## src/rtl/fb_pkg.sv

```systemverilog
// fb_pkg: frame-buffer geometry and arbiter state shared with the Mandelbrot engine
package fb_pkg;
  localparam int FB_W    = 160;
  localparam int FB_H    = 120;
  localparam int SHIFT   = 2;
  localparam int ADDR_W  = 15;
  localparam int DATA_W  = 8;
  localparam int FB_SIZE = FB_W * FB_H;
  typedef enum logic [1:0] {IDLE, RD_ISSUE, WR_ISSUE} state_t;
endpackage

```

## src/rtl/fb_scanout_arbiter_if.sv

```systemverilog
// fb_scanout_arbiter_if: sync-generator, writer handshake and RAM port bundle
interface fb_scanout_arbiter_if;
  import fb_pkg::*;
  logic [9:0]        pixel_x;
  logic [9:0]        pixel_y;
  logic              video_on;
  logic              p_tick;
  logic              wr_req;
  logic [ADDR_W-1:0] wr_addr;
  logic [DATA_W-1:0] wr_data;
  logic              wr_ack;
  logic              wr_err;
  logic              mem_en;
  logic              mem_we;
  logic [ADDR_W-1:0] mem_addr;
  logic [DATA_W-1:0] mem_wdata;
  logic [DATA_W-1:0] mem_rdata;
  logic [DATA_W-1:0] pix_data;
  modport master (
    output pixel_x, pixel_y, video_on, p_tick, wr_req, wr_addr, wr_data, mem_rdata,
    input  wr_ack, wr_err, mem_en, mem_we, mem_addr, mem_wdata, pix_data
  );
  modport slave (
    input  pixel_x, pixel_y, video_on, p_tick, wr_req, wr_addr, wr_data, mem_rdata,
    output wr_ack, wr_err, mem_en, mem_we, mem_addr, mem_wdata, pix_data
  );
endinterface

```

## src/rtl/fb_addr_gen.sv

```systemverilog
// fb_addr_gen: maps screen coordinates to a downscaled frame-buffer address
module fb_addr_gen
  import fb_pkg::*;
(
  input  logic [9:0]        pixel_x,
  input  logic [9:0]        pixel_y,
  output logic [ADDR_W-1:0] disp_addr
);
  assign disp_addr = ADDR_W'(32'(pixel_y >> SHIFT) * 32'(FB_W) + 32'(pixel_x >> SHIFT));
endmodule

```

## src/rtl/fb_scanout_arbiter.sv

```systemverilog
// fb_scanout_arbiter: shares the frame-buffer RAM, display reads first, writer takes the rest
module fb_scanout_arbiter
  import fb_pkg::*;
(
  input logic               CLK_100MHz,
  input logic               reset,
  fb_scanout_arbiter_if.slave bus
);
  state_t            state, state_n;
  logic              p_tick_d, rd_v, rise, disp_fire, blank_fire, in_range;
  logic [ADDR_W-1:0] disp_addr, addr_n;
  logic [DATA_W-1:0] wdata_n;
  fb_addr_gen u_addr_gen (.pixel_x(bus.pixel_x), .pixel_y(bus.pixel_y), .disp_addr(disp_addr));
  assign rise       = bus.p_tick & ~p_tick_d;
  assign disp_fire  = rise & bus.video_on;
  assign blank_fire = rise & ~bus.video_on;
  assign in_range   = 32'(bus.wr_addr) < 32'(FB_SIZE);
  assign bus.mem_en = state != IDLE;
  assign bus.mem_we = state == WR_ISSUE;
  always_comb begin
    state_n = disp_fire ? RD_ISSUE : (bus.wr_req && in_range) ? WR_ISSUE : IDLE;
    addr_n  = state_n == RD_ISSUE ? disp_addr : state_n == WR_ISSUE ? bus.wr_addr : bus.mem_addr;
    wdata_n = state_n == WR_ISSUE ? bus.wr_data : bus.mem_wdata;
  end
  // rd_v marks the cycle the RAM presents read data; clearing it on reset drops any read in flight
  always_ff @(posedge CLK_100MHz or posedge reset) begin
    if (reset) begin
      state         <= IDLE;
      p_tick_d      <= 1'b0;
      rd_v          <= 1'b0;
      bus.mem_addr  <= '0;
      bus.mem_wdata <= '0;
      bus.wr_ack    <= 1'b0;
      bus.wr_err    <= 1'b0;
      bus.pix_data  <= '0;
    end else begin
      state         <= state_n;
      p_tick_d      <= bus.p_tick;
      rd_v          <= state == RD_ISSUE;
      bus.mem_addr  <= addr_n;
      bus.mem_wdata <= wdata_n;
      bus.wr_ack    <= bus.wr_req & ~disp_fire;
      bus.wr_err    <= bus.wr_err | (bus.wr_req & ~disp_fire & ~in_range);
      bus.pix_data  <= blank_fire ? '0 : rd_v ? bus.mem_rdata : bus.pix_data;
    end
  end
endmodule
```

## src/flat_wrapper.sv

```systemverilog
// flat-port wrapper written by rule: the top's interface ports become plain ports
module fb_scanout_arbiter_flat import fb_pkg::*;
  (CLK_100MHz, reset, bus_pixel_x, bus_pixel_y, bus_video_on, bus_p_tick, bus_wr_req, bus_wr_addr, bus_wr_data, bus_mem_rdata, bus_wr_ack, bus_wr_err, bus_mem_en, bus_mem_we, bus_mem_addr, bus_mem_wdata, bus_pix_data);
  fb_scanout_arbiter_if bus_i ();
  input logic CLK_100MHz;
  input logic reset;
  input wire logic [$bits(bus_i.pixel_x)-1:0] bus_pixel_x;
  input wire logic [$bits(bus_i.pixel_y)-1:0] bus_pixel_y;
  input wire logic [$bits(bus_i.video_on)-1:0] bus_video_on;
  input wire logic [$bits(bus_i.p_tick)-1:0] bus_p_tick;
  input wire logic [$bits(bus_i.wr_req)-1:0] bus_wr_req;
  input wire logic [$bits(bus_i.wr_addr)-1:0] bus_wr_addr;
  input wire logic [$bits(bus_i.wr_data)-1:0] bus_wr_data;
  input wire logic [$bits(bus_i.mem_rdata)-1:0] bus_mem_rdata;
  output wire logic [$bits(bus_i.wr_ack)-1:0] bus_wr_ack;
  output wire logic [$bits(bus_i.wr_err)-1:0] bus_wr_err;
  output wire logic [$bits(bus_i.mem_en)-1:0] bus_mem_en;
  output wire logic [$bits(bus_i.mem_we)-1:0] bus_mem_we;
  output wire logic [$bits(bus_i.mem_addr)-1:0] bus_mem_addr;
  output wire logic [$bits(bus_i.mem_wdata)-1:0] bus_mem_wdata;
  output wire logic [$bits(bus_i.pix_data)-1:0] bus_pix_data;
  assign bus_i.pixel_x = bus_pixel_x;
  assign bus_i.pixel_y = bus_pixel_y;
  assign bus_i.video_on = bus_video_on;
  assign bus_i.p_tick = bus_p_tick;
  assign bus_i.wr_req = bus_wr_req;
  assign bus_i.wr_addr = bus_wr_addr;
  assign bus_i.wr_data = bus_wr_data;
  assign bus_i.mem_rdata = bus_mem_rdata;
  assign bus_wr_ack = bus_i.wr_ack;
  assign bus_wr_err = bus_i.wr_err;
  assign bus_mem_en = bus_i.mem_en;
  assign bus_mem_we = bus_i.mem_we;
  assign bus_mem_addr = bus_i.mem_addr;
  assign bus_mem_wdata = bus_i.mem_wdata;
  assign bus_pix_data = bus_i.pix_data;
  fb_scanout_arbiter u_core (.CLK_100MHz(CLK_100MHz), .reset(reset), .bus(bus_i));
endmodule
```

## config.mk

```make
export PLATFORM = sky130hd
export DESIGN_NAME = fb_scanout_arbiter_flat
export DESIGN_NICKNAME = d
export VERILOG_FILES = /design/src/rtl/fb_pkg.sv /design/src/rtl/fb_scanout_arbiter_if.sv /design/src/rtl/fb_addr_gen.sv /design/src/rtl/fb_scanout_arbiter.sv /design/src/flat_wrapper.sv
export SDC_FILE = /design/constraint.sdc
export NUM_CORES = 1
export LEC_CHECK = 0
export BUFFER_PORTS_ARGS = -buffer_cell sky130_fd_sc_hd__buf_4
export CAP_MARGIN = 10
export CORE_ASPECT_RATIO = 2
export CORE_MARGIN = 2
export CORE_UTILIZATION = 48
export DETAILED_ROUTE_END_ITERATION = 12
export PLACE_DENSITY = 0.8
export RECOVER_POWER = 25
export SLEW_MARGIN = 10
export SYNTH_ARGS = -nofsm -noshare
export SYNTH_HDL_FRONTEND = slang
export SYNTH_HIERARCHICAL = 1
export SYNTH_SLANG_ARGS = --single-unit
```

## constraint.sdc

```tcl
create_clock -name CLK_100MHz -period 1.7 [get_ports CLK_100MHz]
set_input_delay 0.425 -clock CLK_100MHz [delete_from_list [all_inputs] [get_ports CLK_100MHz]]
set_output_delay 0.425 -clock CLK_100MHz [all_outputs]
set_load 0.02 [all_outputs]
```

==> After elaboration in Yosys (flattened, before gate mapping) <==
Cells that the tools add are included.
{ "word_totals": {"latch_bits": 0, "reg_bits": 37, "input_bits": 56, "n_memories": 0, "elab_cells": 35, "mem_bits_ro": 0, "ram_bits": 0, "out_inout_bits": 35} }
{ "op_classes": {"eq_ne": 4, "bitwise_logic": 10, "div": 0, "order_cmp": 1, "mul": 1, "addsub": 1, "mux": 6, "shifts": 0, "n_reduce_logical": 4} }
{ "ops": {"columns": ["operator", "n"], "rows": [
  ["15-bit two-way mux", 2],
  ["8-bit two-way mux", 2],
  ["15-bit by 8-bit adder with 15-bit output", 1],
  ["15-bit < comparator, second input constant", 1],
  ["8-bit by 3-bit multiplier with 10-bit output, second input constant", 1],
  ["2-bit nonzero test", 3],
  ["1-bit AND", 5],
  ["2-bit by 1-bit == test with 1-bit output, second input constant", 2],
  ["2-bit == test, second input constant", 2],
  ["2-bit two-way mux", 2],
  ["1-bit inverter", 4],
  ["1-bit logical AND", 1],
  ["1-bit bitwise OR", 1]
]} }

==> Depth between registers and ports, before layout <==
{ "depth": {"depth_word": 7, "depth_mapped": 10, "ltp_nobuf": 10} }

==> Hierarchy <==
The synthesis kept the hierarchy.
{ "modules_own_cells": {"columns": ["mod", "cells_each", "seq_area_each_um2", "n_inst", "area_per_inst_um2"], "rows": [
  ["fb_scanout_arbiter", 131, 925.9, 1, 1557.7],
  ["fb_addr_gen", 69, 0.0, 1, 573.0]
]} }

==> Worst setup path after synthesis <==
No wires, ideal clock.
{ "synth_timing": {"path_kind": "input-to-reg", "startpoint": "input port bus_pixel_y[3]", "endpoint": "register u_core.bus.mem_addr[14]", "required_ns": 1.558, "t_arrival_ns": 2.326, "path_stages": 10, "n_path_buf": 0, "setup_ns": 0.142, "setup_slack_ns": -0.768, "cell_sequence": "ha_1 ha_1 fa_1 a211oi_1 nor2_1 xor2_1 nand4_2 xnor2_1 nor2_1 a31oi_1"} }
{ "synth_via": {"elab_chain_len": 3} }
{ "synth_lines": {"columns": ["element", "line", "rtl"], "rows": [
  ["start, declared", "flat_wrapper.sv:8", "input wire logic [$bits(bus_i.pixel_y)-1:0] bus_pixel_y;"],
  ["8-bit by 3-bit multiplier with 10-bit output", "fb_addr_gen.sv:9", "assign disp_addr = ADDR_W'(32'(pixel_y >> SHIFT) * 32'(FB_W) + 32'(pixel_x >> SHIFT));"],
  ["15-bit by 8-bit adder with 15-bit output", "fb_addr_gen.sv:9", null],
  ["net u_core.disp_addr[14]", "fb_scanout_arbiter.sv:11", "logic [ADDR_W-1:0] disp_addr, addr_n;"],
  ["15-bit two-way mux", "fb_scanout_arbiter.sv:22", "addr_n = state_n == RD_ISSUE ? disp_addr : state_n == WR_ISSUE ? bus.wr_addr : bus.mem_addr;"],
  ["end signal, assigned", "fb_scanout_arbiter.sv:40", "bus.mem_addr <= addr_n;"],
  ["end, declared", "fb_scanout_arbiter_if.sv:25", "output wr_ack, wr_err, mem_en, mem_we, mem_addr, mem_wdata, pix_data"]
]} }
The timed path passes the listed nets, and every way through them passes these cells.
A chain may end at the register's enable or synchronous reset.

==> Final worst setup path <==
Ends and elaborated chain as after synthesis.

==> flow_summary.json <==
{
  "status": "finished with violations",
  "violations": "setup timing",
  "die_area_um2": 5020,
  "cap_violations": 0,
  "drive_gt1_share_pct": 50.65,
  "syn_inst": 200,
  "max_freq_mhz": 467.9,
  "die_w_um": 51.11,
  "final_cell_mix": "buf_4 (107), dfrtp_1 (37), nor2_1 (32)",
  "place_inst": 354,
  "htreeDepth": 2,
  "grt.overflow.total": 0,
  "setup_ws_ps": -437.3,
  "synth_edf_count": 0,
  "grt_pass1_vias": 1810,
  "cpPeakStageDelay_ps": 390,
  "synth_area_leader_cell": "dfrtp_1",
  "yosys_register_bits": 37,
  "crit_path_start_kind": "input pin",
  "fin_hold_ws_ps": 288.8,
  "synth_cell_types": 37,
  "vias": 1838,
  "synth_top_family_by_area": "multiplexers",
  "ir_drop_mv": 0.5716,
  "grt_max_degree": 38,
  "root_buffer": "clkbuf_8",
  "finalWirelength_um": 4991,
  "drc": 0,
  "gp_congestion": 0.8033,
  "synthesis.nets": 273,
  "period_minus_slack_ps": 2137,
  "power_density_nw_per_um2": 878.0,
  "synth_compound_area_share_pct": 10.80,
  "fillers": 314,
  "synth-simple-area-share_pct": 12.16,
  "dpl.hpwl_um": 4026,
  "layout_commonest_cell": "buf_4",
  "layout.area.seq_um2": 925.9,
  "path_class": "input pin to flip-flop",
  "finalPower_mw": 2.854,
  "crit_chain": "buf_8, ha_4, ha_4, fa_2, a211oi_4, nor2_2, xor2_2, nand4_2, xnor2_1, nor2_1, a31oi_1",
  "crit_required_ps": 1910,
  "relSlewSlack_pct": 41.24,
  "antenna_found_initial": 0,
  "ys_top_cells_by_area": "dfrtp_1 (43%), mux2i_1 (9.4%), ha_1 (8.8%)",
  "die_height_um": 98.23,
  "synth-adder-area-share_pct": 10.69,
  "tightestPinTransition_ps": 881.5,
  "worstPathArrival_ps": 2350,
  "cts_buffers": 5,
  "portBuffers": 86,
  "fin_cells": 364,
  "syn_area_um2": 2131,
  "num_antenna_cells": 0,
  "dpl_worst_slack_ps": -885.5,
  "cts_tree": "built",
  "grt_first_pass_wirelength_um": 7693,
  "start_util_pct": 49.59,
  "ys_warn_count": 6,
  "firstDrtPassIters": 4,
  "insertion_delay_ps": 280,
  "path_max_fanout": 3,
  "rsz0062_at_grt": "true",
  "core_um2": 4297,
  "multi_input_area_um2": 1291,
  "hold_viol_final": 0,
  "cts.path.max_buffers": 2,
  "synthMuxAreaShare_pct": 13.62,
  "ys_seq_area_share_pct": 43.45,
  "period_share_pct": 125.7,
  "finClkSkew_ps": 3.131,
  "nNetsFinal": 382,
  "ant_nets": 0,
  "wl_per_cell_um": 13.71,
  "synthArstFlopShare_pct": 100.0,
  "finish.utilization_pct": 75.66,
  "p_leak_nw": 1.617,
  "critPathCaptureType": "flip-flop",
  "clock_sinks": 37,
  "grtUsageTotal_pct": 19.85,
  "rows": 34,
  "cp_slowest_cell": "fa_2",
  "path_clk_slew_ps": 70,
  "slew_violations": 0,
  "setup_viol": 5,
  "cts_hold_buf": 0,
  "hold_class": "input pin to flip-flop",
  "area_delta_synth_final_pct": 52.55,
  "drt_iter0_drc": 26,
  "pin_count": 91,
  "avgSynthCellArea_um2": 10.65,
  "synth_top_area_share_pct": 43.45,
  "synth-xor-area-share_pct": 4.521,
  "cp_common_cell": "ha_4",
  "ys.flop_type": "dfrtp_1",
  "via_per_inst": 5.049
}
==> cell usage after synthesis (2+ instances only) <==
library cell / n
mux2_2: 8
mux2i_1: 20
nor2_1: 33
clkbuf_1: 4
a21o_1: 2
a32oi_1: 2
nor3b_1: 2
dfrtp_1: 37
inv_1: 10
fa_1: 2
or2_2: 2
o21ai_0: 3
a21oi_1: 18
ha_1: 15
xnor2_1: 8
xor2_1: 3
buf_4: 5
nand2_1: 5
nor2b_1: 3
==> timing repair <==
item	in CTS	in global routing
pin swaps	9	7
resized for setup	8	12
buffers inserted	0	2
endpoints found under the setup margin	5	6
==> worst paths after layout <==
| path | start | to | slack, ps | depth (start not counted) |
|---|---|---|---|---|
| setup / recovery | bus_pixel_y[3] | u_core/bus.mem_addr[14] | -440 | 11 |
| hold / removal | bus_p_tick | u_core/p_tick_d | 290 | 1 |
| setup reg to reg | u_core/p_tick_d | u_core/bus.mem_wdata[1] | 250 | 4 |
| hold reg to reg | u_core/state[1] | u_core/rd_v | 430 | 1 |
| max in group asynchronous | reset | u_core/bus.mem_addr[3] | 740 | 3 |
| min in group asynchronous | reset | u_core/rd_v | 410 | 3 |
==> through the flow <==
stage	instance area [um^2]	TNS [ps]
6_report	3251	-1674
5_1_grt	3251	-2040
4_1_cts	3158	-1633
3_5_place_dp	3040	-4287
3_3_place_gp	3040	-3598
2_1_floorplan	2211	-1997
==> kinds of logic (layout without fill, tap and decap cells) <==
logic type / Yosys count / in the layout
AND/OR/NAND/NOR: 53 / 53
buffers and inverters: 20 / 130
multiplexers: 28 / 28
adder cells (fa/ha/maj): 17 / 17
flip-flops: 37 / 37
XOR/XNOR: 11 / 11
AO/OA/AOI/OAI: 34 / 34
==> layer usage <==
metal  global-route usage, %  vias up  share of wire, %
li1                        -      899                 -
met1                   18.13      867                32
met2                   40.86       65                59
met3                   4.434        7               7.2
met4                   4.366        0               1.2
met5                       0        -                 0
==> layout make-up <==
type                            instances  share of cell area, %
Clock inverter                          2                 0.3079
Inverter                               10                  1.155
Multi-Input combinational cell        143                  39.72
Sequential cell                        37                  28.48
Timing Repair Buffer                  112                  26.02
Tap cell                               54                  2.079
Clock buffer                            6                  2.232
==> power by group <==
group | internal [mW] | switching [mW]
clock network | 0.284 | 0.286
logic | 0.611 | 0.580
registers | 1.02 | 0.0741
total | 1.91 | 0.941
==> state kept, by name, summed over array words and instances, names as in the netlist <==
name / count
u_core/bus.wr_err: 1
u_core/bus.mem_addr: 15
u_core/state: 2
u_core/rd_v: 1
u_core/p_tick_d: 1
u_core/bus.mem_wdata: 8
u_core/bus.pix_data: 8
u_core/bus.wr_ack: 1
==> worst max-delay path: cells and delay by family <==
family	cells	cell delay (ps)
and+or+nand+nor	3	260
buffers and inverters	1	100
xor gates and xnor gates	2	380
AOI/OAI and AO/OA	2	410
adders and majority gates	3	780
Note: power is estimated with default switching activity, not from simulation.
